**src/rtl/mole_round_sequencer.sv**
```systemverilog
// mole_round_sequencer: whack-a-mole round FSM picking the mole, timing the hit window and keeping score/misses; define ROUND_SEQ_SHRINK_EN to shrink the window on each hit
module mole_round_sequencer #(
  parameter int TICK_DIV  = 50000000,
  parameter int WIN_INIT  = 5,
  parameter int WIN_MIN   = 2,
  parameter int WIN_STEP  = 1,
  parameter int GAP_TICKS = 1,
  parameter int MAX_MISS  = 3
) (
  input  logic       systemClock,
  input  logic       reset,
  input  logic       startSwitch,
  input  logic       key_valid,
  input  logic [1:0] key_id,
  output logic [1:0] mole,
  output logic       mole_on,
  output logic       hit_pulse,
  output logic       miss_pulse,
  output logic [3:0] score,
  output logic [3:0] misses,
  output logic [3:0] window,
  output logic       game_over
);
  typedef enum logic [2:0] {IDLE, SHOW, JUDGE, GAP, OVER} state_t;
  localparam int PW = $clog2(TICK_DIV);
  localparam int GW = $clog2(GAP_TICKS + 1);
  if (TICK_DIV < 2 || WIN_INIT < 1 || WIN_INIT > 15 || WIN_MIN < 1 || WIN_MIN > WIN_INIT ||
      WIN_STEP < 0 || GAP_TICKS < 1 || MAX_MISS < 1 || MAX_MISS > 15) begin : g_bad_params
    $error("mole_round_sequencer: parameter out of range");
  end
  state_t        state, state_d;
  logic [7:0]    lfsr, lfsr_d;
  logic [PW-1:0] presc, presc_d;
  logic [3:0]    win_cnt, win_cnt_d;
  logic [GW-1:0] gap_cnt, gap_cnt_d;
  logic [1:0]    mole_d, pick;
  logic          mole_on_d, hit_d, miss_d, game_over_d, tick;
  logic [3:0]    score_d, misses_d, window_d, shrunk;
  assign tick = presc == PW'(TICK_DIV - 1);
  // never repeat the previous hole back to back
  assign pick = lfsr[1:0] + {1'b0, lfsr[1:0] == mole};
`ifdef ROUND_SEQ_SHRINK_EN
  assign shrunk = {1'b0, window} >= 5'(WIN_MIN + WIN_STEP) ? window - 4'(WIN_STEP) : 4'(WIN_MIN);
`else
  assign shrunk = window;
`endif
  always_comb begin
    state_d     = state;
    lfsr_d      = {lfsr[6:0], lfsr[7] ^ lfsr[5] ^ lfsr[4] ^ lfsr[3]};
    presc_d     = tick ? '0 : presc + 1'b1;
    win_cnt_d   = win_cnt;
    gap_cnt_d   = gap_cnt;
    mole_d      = mole;
    mole_on_d   = mole_on;
    hit_d       = 1'b0;
    miss_d      = 1'b0;
    score_d     = score;
    misses_d    = misses;
    window_d    = window;
    game_over_d = game_over;
    case (state)
      IDLE: if (startSwitch) begin
        state_d   = SHOW;
        score_d   = '0;
        misses_d  = '0;
        window_d  = 4'(WIN_INIT);
        win_cnt_d = 4'(WIN_INIT);
        mole_d    = pick;
        mole_on_d = 1'b1;
        presc_d   = '0;
      end
      // a key in the expiry cycle still wins over the timeout
      SHOW: if (key_valid || (tick && win_cnt == 4'd1)) begin
        state_d   = JUDGE;
        mole_on_d = 1'b0;
        if (key_valid && key_id == mole) begin
          hit_d    = 1'b1;
          score_d  = &score ? score : score + 4'd1;
          window_d = shrunk;
        end else begin
          miss_d   = 1'b1;
          misses_d = misses + 4'd1;
        end
      end else if (tick) begin
        win_cnt_d = win_cnt - 4'd1;
      end
      JUDGE: begin
        state_d     = misses == 4'(MAX_MISS) ? OVER : GAP;
        game_over_d = misses == 4'(MAX_MISS);
        presc_d     = '0;
        gap_cnt_d   = GW'(GAP_TICKS);
      end
      GAP: if (tick) begin
        if (gap_cnt == GW'(1)) begin
          state_d   = SHOW;
          win_cnt_d = window;
          mole_d    = pick;
          mole_on_d = 1'b1;
          presc_d   = '0;
        end else begin
          gap_cnt_d = gap_cnt - 1'b1;
        end
      end
      OVER: if (!startSwitch) begin
        state_d     = IDLE;
        game_over_d = 1'b0;
      end
      default: state_d = IDLE;
    endcase
  end
  always_ff @(posedge systemClock or negedge reset) begin
    if (!reset) begin
      state      <= IDLE;
      lfsr       <= 8'hA5;
      presc      <= '0;
      win_cnt    <= '0;
      gap_cnt    <= '0;
      mole       <= '0;
      mole_on    <= 1'b0;
      hit_pulse  <= 1'b0;
      miss_pulse <= 1'b0;
      score      <= '0;
      misses     <= '0;
      window     <= 4'(WIN_INIT);
      game_over  <= 1'b0;
    end else begin
      state      <= state_d;
      lfsr       <= lfsr_d;
      presc      <= presc_d;
      win_cnt    <= win_cnt_d;
      gap_cnt    <= gap_cnt_d;
      mole       <= mole_d;
      mole_on    <= mole_on_d;
      hit_pulse  <= hit_d;
      miss_pulse <= miss_d;
      score      <= score_d;
      misses     <= misses_d;
      window     <= window_d;
      game_over  <= game_over_d;
    end
  end
endmodule
```
**config.mk**
```make
export PLATFORM = sky130hd
export DESIGN_NAME = mole_round_sequencer
export DESIGN_NICKNAME = d
export VERILOG_FILES = /design/src/rtl/mole_round_sequencer.sv
export SDC_FILE = /design/constraint.sdc
export NUM_CORES = 1
export LEC_CHECK = 0
export BUFFER_PORTS_ARGS = -buffer_cell sky130_fd_sc_hd__buf_2
export CAP_MARGIN = 20
export CORE_MARGIN = 5
export CORE_UTILIZATION = 40
export DETAILED_ROUTE_END_ITERATION = 10
export PLACE_DENSITY = 0.65
export SYNTH_ARGS = -nofsm -noshare
export SYNTH_HDL_FRONTEND = slang
export SYNTH_SLANG_ARGS = --single-unit
```
**constraint.sdc**
```tcl
create_clock -name systemClock -period 2.4 [get_ports systemClock]
set_input_delay 0.12 -clock systemClock [delete_from_list [all_inputs] [get_ports systemClock]]
set_output_delay 0.12 -clock systemClock [all_outputs]
set_load 0.005 [all_outputs]
```
### Word level (Yosys, flattened, before mapping)

Index checks and enable logic that the tools add are counted.

* $add $sub $neg: 6
* equality and inequality tests: 19
* muxes and demuxes: 46
* bitwise gates (word level): 3
* reduce and logical (&&, ||, !) cells: 18

Operator list (count)
* two-way mux 26 bit: 4
* case mux 26 bit (3 select lines): 1
* two-way mux 4 bit: 11
* adder 26 x 1 -> 26 bit, second input constant: 1
* == test 26 bit, second input constant: 1
* inequality test 2 bit, second input constant: 10
* two-way mux 3 bit: 6
* case mux 4 bit (2 select lines): 2
* case mux 3 bit (5 select lines): 1
* AND reduction 5 bit: 3
* two-way mux 1 bit: 13
* case mux 4 bit (3 select lines): 1
* AND reduction 4 bit: 3
* adder 4 x 1 -> 4 bit, second input constant: 2
* nonzero test 2 bit: 4
* == test 3 x 2 -> 1 bit, second input constant: 2
* two-way mux 2 bit: 3
* AND reduction 6 bit: 1
* == test 2 bit: 2
* == test 4 x 1 -> 1 bit, second input constant: 1
* == test 4 x 2 -> 1 bit, second input constant: 1
* case mux 1 bit (2 select lines): 2
* case mux 2 bit (2 select lines): 1
* AND reduction 2 bit: 2
* 11 further kinds: 14

* flip-flop bits (word level): 56
* bits of input ports: 6

### Depth between registers and ports, before layout

* word-level depth: 5
* mapped depth: 9

### Worst setup path after synthesis

OpenSTA, ideal clock, no wires.

* kind: register -> register
* start point: register presc[0]
* end point: register win_cnt[0]
* library setup time: 0.125 ns
* data arrival time: 2.128 ns
* data required time: 2.275 ns
* setup slack: 0.147 ns
* cell stages (with the launch flop): 8
* path buffers: 1
* path through: dfrtp_1 -> ha_1 -> nand2_1 -> or4b_1 -> or2_1 -> buf_6 -> a21oi_1 -> mux2_2

* longest elaborated chain between the ends: 5
* elaborated cells between the ends (all ways): 7
* those cells by class: 4 x eq/ne; 3 x reduce/logical

Ends and longest elaborated chain
* from (decl): RTL line 33 `logic [PW-1:0] presc, presc_d;`
* from (signal assigned): RTL line 129 `presc <= presc_d;`
* == test 26 bit *: RTL line 39 `assign tick = presc == PW'(TICK_DIV - 1);`
* logical AND 1 bit: RTL line 73 `SHOW: if (key_valid || (tick && win_cnt == 4'd1)) begin`
* logical OR 1 bit: RTL line 73
* inequality test 2 bit (no line)
* AND reduction 6 bit (no line) *
* to (signal assigned): RTL line 130 `win_cnt <= win_cnt_d;`
* to (decl): RTL line 34 `logic [3:0] win_cnt, win_cnt_d;`

Every way passes the cells marked *; elsewhere a longest branch is shown, timed or not.
A chain may end at the register's enable or synchronous reset.

### Final worst setup path

* start point: register presc[0]
* end point: register mole[0]

* longest elaborated chain between the ends: 3

Ends and longest elaborated chain
* == test 26 bit: RTL line 39
* inequality test 2 bit (no line)
* AND reduction 4 bit (no line)
* to (signal assigned): RTL line 132 `mole <= mole_d;`
* to (decl): RTL line 15 `output logic [1:0] mole,`

No other way between the ends.

==> impl_metrics.csv <==
group,metric,value,unit
worst_setup_path,worstSetupEndpointType,"register",
worst_hold_path,min_path_type,"primary input to register",
worst_setup_path,cp.required,2.62,ns
power,powerDensity,860,mW/mm²
worst_setup_path,reg2reg_from,"presc[0]",
global_route,grt_max_degree,38,
power,ir_worst_vdd,0.000319,V
logic_synthesis,synth-xor-area-share,10.2,%
final_layout,drive_gt1_share,18.0,%
worst_hold_path,min_to,"state[2]",
detailed_routing,vias_per_cell,5.18,
logic_synthesis,ys_types,52,
worst_setup_path,r2r_end,"mole[0]",
job,drv_cap,0,
logic_synthesis,synthMuxAreaShare,2.72,%
cts,cts_buffers,5,
final_layout,fin_util,45.6,%
cts,cts.sinks,56,
detailed_routing,drt-total-wl,5160,µm
cts,clockBufferDepth,2,
timing,setup-tns-final,0,ns
worst_setup_path,crit_slowest_cell,"or4b_1",
worst_setup_path,critPathMaxFanout,5,
logic_synthesis,synth-warning-count,0,
logic_synthesis,syn_area_per_cell,10.1,µm²
final_layout,n_antenna_cell,0,
placement,port_buffers,19,
logic_synthesis,synth_compound_area_share,7.35,%
detailed_routing,wl_per_cell,13.6,µm
timing,slew_viol_final,0,
floorplanning,initial_core_util,40.8,%
worst_setup_path,crit_type,"register to register",
placement,place_area,0.00297,mm²
global_route,gr-total-overflow,0,
final_layout,nNetsFinal,311,
floorplanning,die_w,93.1,µm
logic_synthesis,synth_enable_flop_cells,0,
detailed_routing,ant_nets,0,
worst_setup_path,rr_worst_depth,6,
cts,clkTransAtPathRegs,0.11,ns
logic_synthesis,syn_area,0.00276,mm²
final_layout,fin_cells,380,
cts,clock_insertion_delay_worst_skew,0.32,ns
placement,dpl.cell_count,371,
logic_synthesis,synth_top_area_cell,"dfrtp_1",
placement,gp_congestion,0.825,
timing,hold_viol,0,
worst_setup_path,cp_cell_sequence,"ha_1 -> nand2_1 -> or4b_1 -> or2_1 -> o31a_1 -> mux2_2",
worst_hold_path,worstHoldPathCells,3,
logic_synthesis,yosys.area_share.simple,22.1,%
timing,worst_pin_slew,0.784,ns
final_layout,fin_area,0.00308,mm²
cts,htree_levels,2,
logic_synthesis,postSynth.asyncResetShare,100,%
logic_synthesis,post_synth_most_frequent_cells,"dfrtp_1 (52), nor2_1 (40), nand2_1 (23), xor2_1 (23), nand3_1 (13)",
detailed_routing,drc,0,
detailed_routing,dr_total_vias,1967,
outcome,status,"finished clean",
placement,dp_hpwl,3660,µm
logic_synthesis,ys_ff_latch,56,
logic_synthesis,synth_fa_ha_area_share,2.72,%
global_route,grt_pass1_vias,1971,
final_layout,syn2layout_area_growth,11.8,%
logic_synthesis,synth_top_area_share,47.2,%
worst_hold_path,min_from,"startSwitch",
power,p_leak,1.45,nW
global_route,grt_use_total,12.8,%
logic_synthesis,synthCells,273,
global_route,grt_pass1_wl,9050,µm
floorplanning,core_area,0.00676,mm²
global_route,antenna_found_initial,0,
timing,post-route-period-util,93.5,%
worst_setup_path,cpPeakStageDelay,0.53,ns
cts,cts_tree,"done",
worst_setup_path,critPathArrivalTime,2.47,ns
logic_synthesis,synth-main-ff-cell,"dfrtp_1",
logic_synthesis,yosysMostFrequentCell,"dfrtp_1",
cts,cts_setup_buffers,0,
worst_setup_path,start_kind,"register",
worst_setup_path,rrSetupSlack,0.16,ns
timing,grt_setup_unrepaired,"no",
floorplanning,die_h,93.1,µm
logic_synthesis,yosysSeqAreaShare,51.0,%
timing,fmax,446,MHz
detailed_routing,drt-initial-drc-count,81,
timing,setup_viol,0,
floorplanning,rows,30,
floorplanning,pin_count,24,
timing,period_minus_slack,2.24,ns
logic_synthesis,yosys-top-cells-area,"dfrtp_1 (47%), xor2_1 (7.3%), nor2_1 (5.4%)",
logic_synthesis,synth_top_family_by_area,"simple AND/OR/NAND/NOR gates",
floorplanning,die_area,0.00866,mm²
detailed_routing,dr.pass1.iters,4,
timing,skew,0.0119,ns
cts,root_buffer,"clkbuf_8",
timing,relSlewSlack,47.7,%
## sequential cells by signal, summed over array words and instances, names as in the netlist
register / count
game_over: 1
gap_cnt: 1
hit_pulse: 1
lfsr: 8
miss_pulse: 1
misses: 4
mole: 2
mole_on: 1
presc: 26
score: 4
state: 3
win_cnt: 4
## per-layer routing
layer | global-route usage [%] | routed length (µm)
met4 | 3.17 | 42
met3 | 3.38 | 199
met1 | 16.8 | 2460
met5 | 0 | 0
met2 | 21.1 | 2450
## critical path, delay by kind of cell, from the launching register on
| kind | cells | cell delay [ns] |
|---|---|---|
| simple gates | 3 | 0.92 |
| flops | 1 | 0.42 |
| compound gates | 1 | 0.35 |
| mux | 1 | 0.28 |
| fa+ha+maj | 1 | 0.18 |
## per-stage QoR
stage / setup WS [ns] / power [mW] / hold slack (ns)
finish: 0.155 / 2.65 / 0.106
global route: 0.0317 / 2.85 / 0.122
CTS: 0.113 / 2.68 / 0.0978
detailed placement: 0.131 / 2.12 / 0.250
global placement: 0.192 / 2.10 / 0.252
floorplan: 0.147 / 1.84 / -0.176
## worst max-delay path by stage
stage              start          to  cells past startpoint  slack (ns)
2_1_floorplan   presc[0]  win_cnt[0]                      7        0.15
3_3_place_gp    presc[0]  win_cnt[1]                      6        0.19
3_5_place_dp    presc[0]  win_cnt[1]                      6        0.13
4_1_cts         presc[0]  win_cnt[0]                      6        0.11
5_1_grt        presc[12]   presc[20]                      7        0.03
6_report        presc[0]     mole[0]                      6        0.16
## cell families after synthesis
kind of cell               Yosys count
muxes                                7
xor gates and xnor gates            32
and+or+nand+nor                    122
DFF                                 56
buffers and inverters               20
other                                2
adders and majority gates            6
AOI/OAI and AO/OA                   28
## cell usage in the layout (no fill, tap or decap), types with 5 or more instances in the layout
master / instances
inv_1: 7
clkbuf_8: 5
xnor2_1: 9
xor2_1: 23
nand2_1: 23
buf_2: 19
nand4_1: 8
buf_4: 9
nor2_1: 40
and3_1: 6
ha_1: 6
dfrtp_1: 52
a21oi_1: 7
nand3_1: 13
## report_power, final
| part | internal (mW) | total (mW) | switching (mW) |
|---|---|---|---|
| sequential | 1.11 | 1.32 | 0.202 |
| combinational | 0.371 | 0.787 | 0.415 |
| clock | 0.215 | 0.552 | 0.337 |
## cell type report
| cell class | count | area, µm² |
|---|---|---|
| fillers | 651 | 3670 |
| inverters | 7 | 26.3 |
| flip-flops and latches | 56 | 1410 |
| multi-input cells | 199 | 1260 |
| well taps | 80 | 100 |
| repair buffers | 30 | 193 |
| clock buffers | 5 | 68.8 |
| clock inverters | 3 | 27.5 |
## timing repair
action | 4_1_cts | 5_1_grt
hold buffers | 1 | 0
gates resized for setup | 0 | 1
setup endpoints to repair | 0 | 2
endpoints found under the hold margin | 31 | 0
No activity file was read; power rests on OpenSTA's default activity.
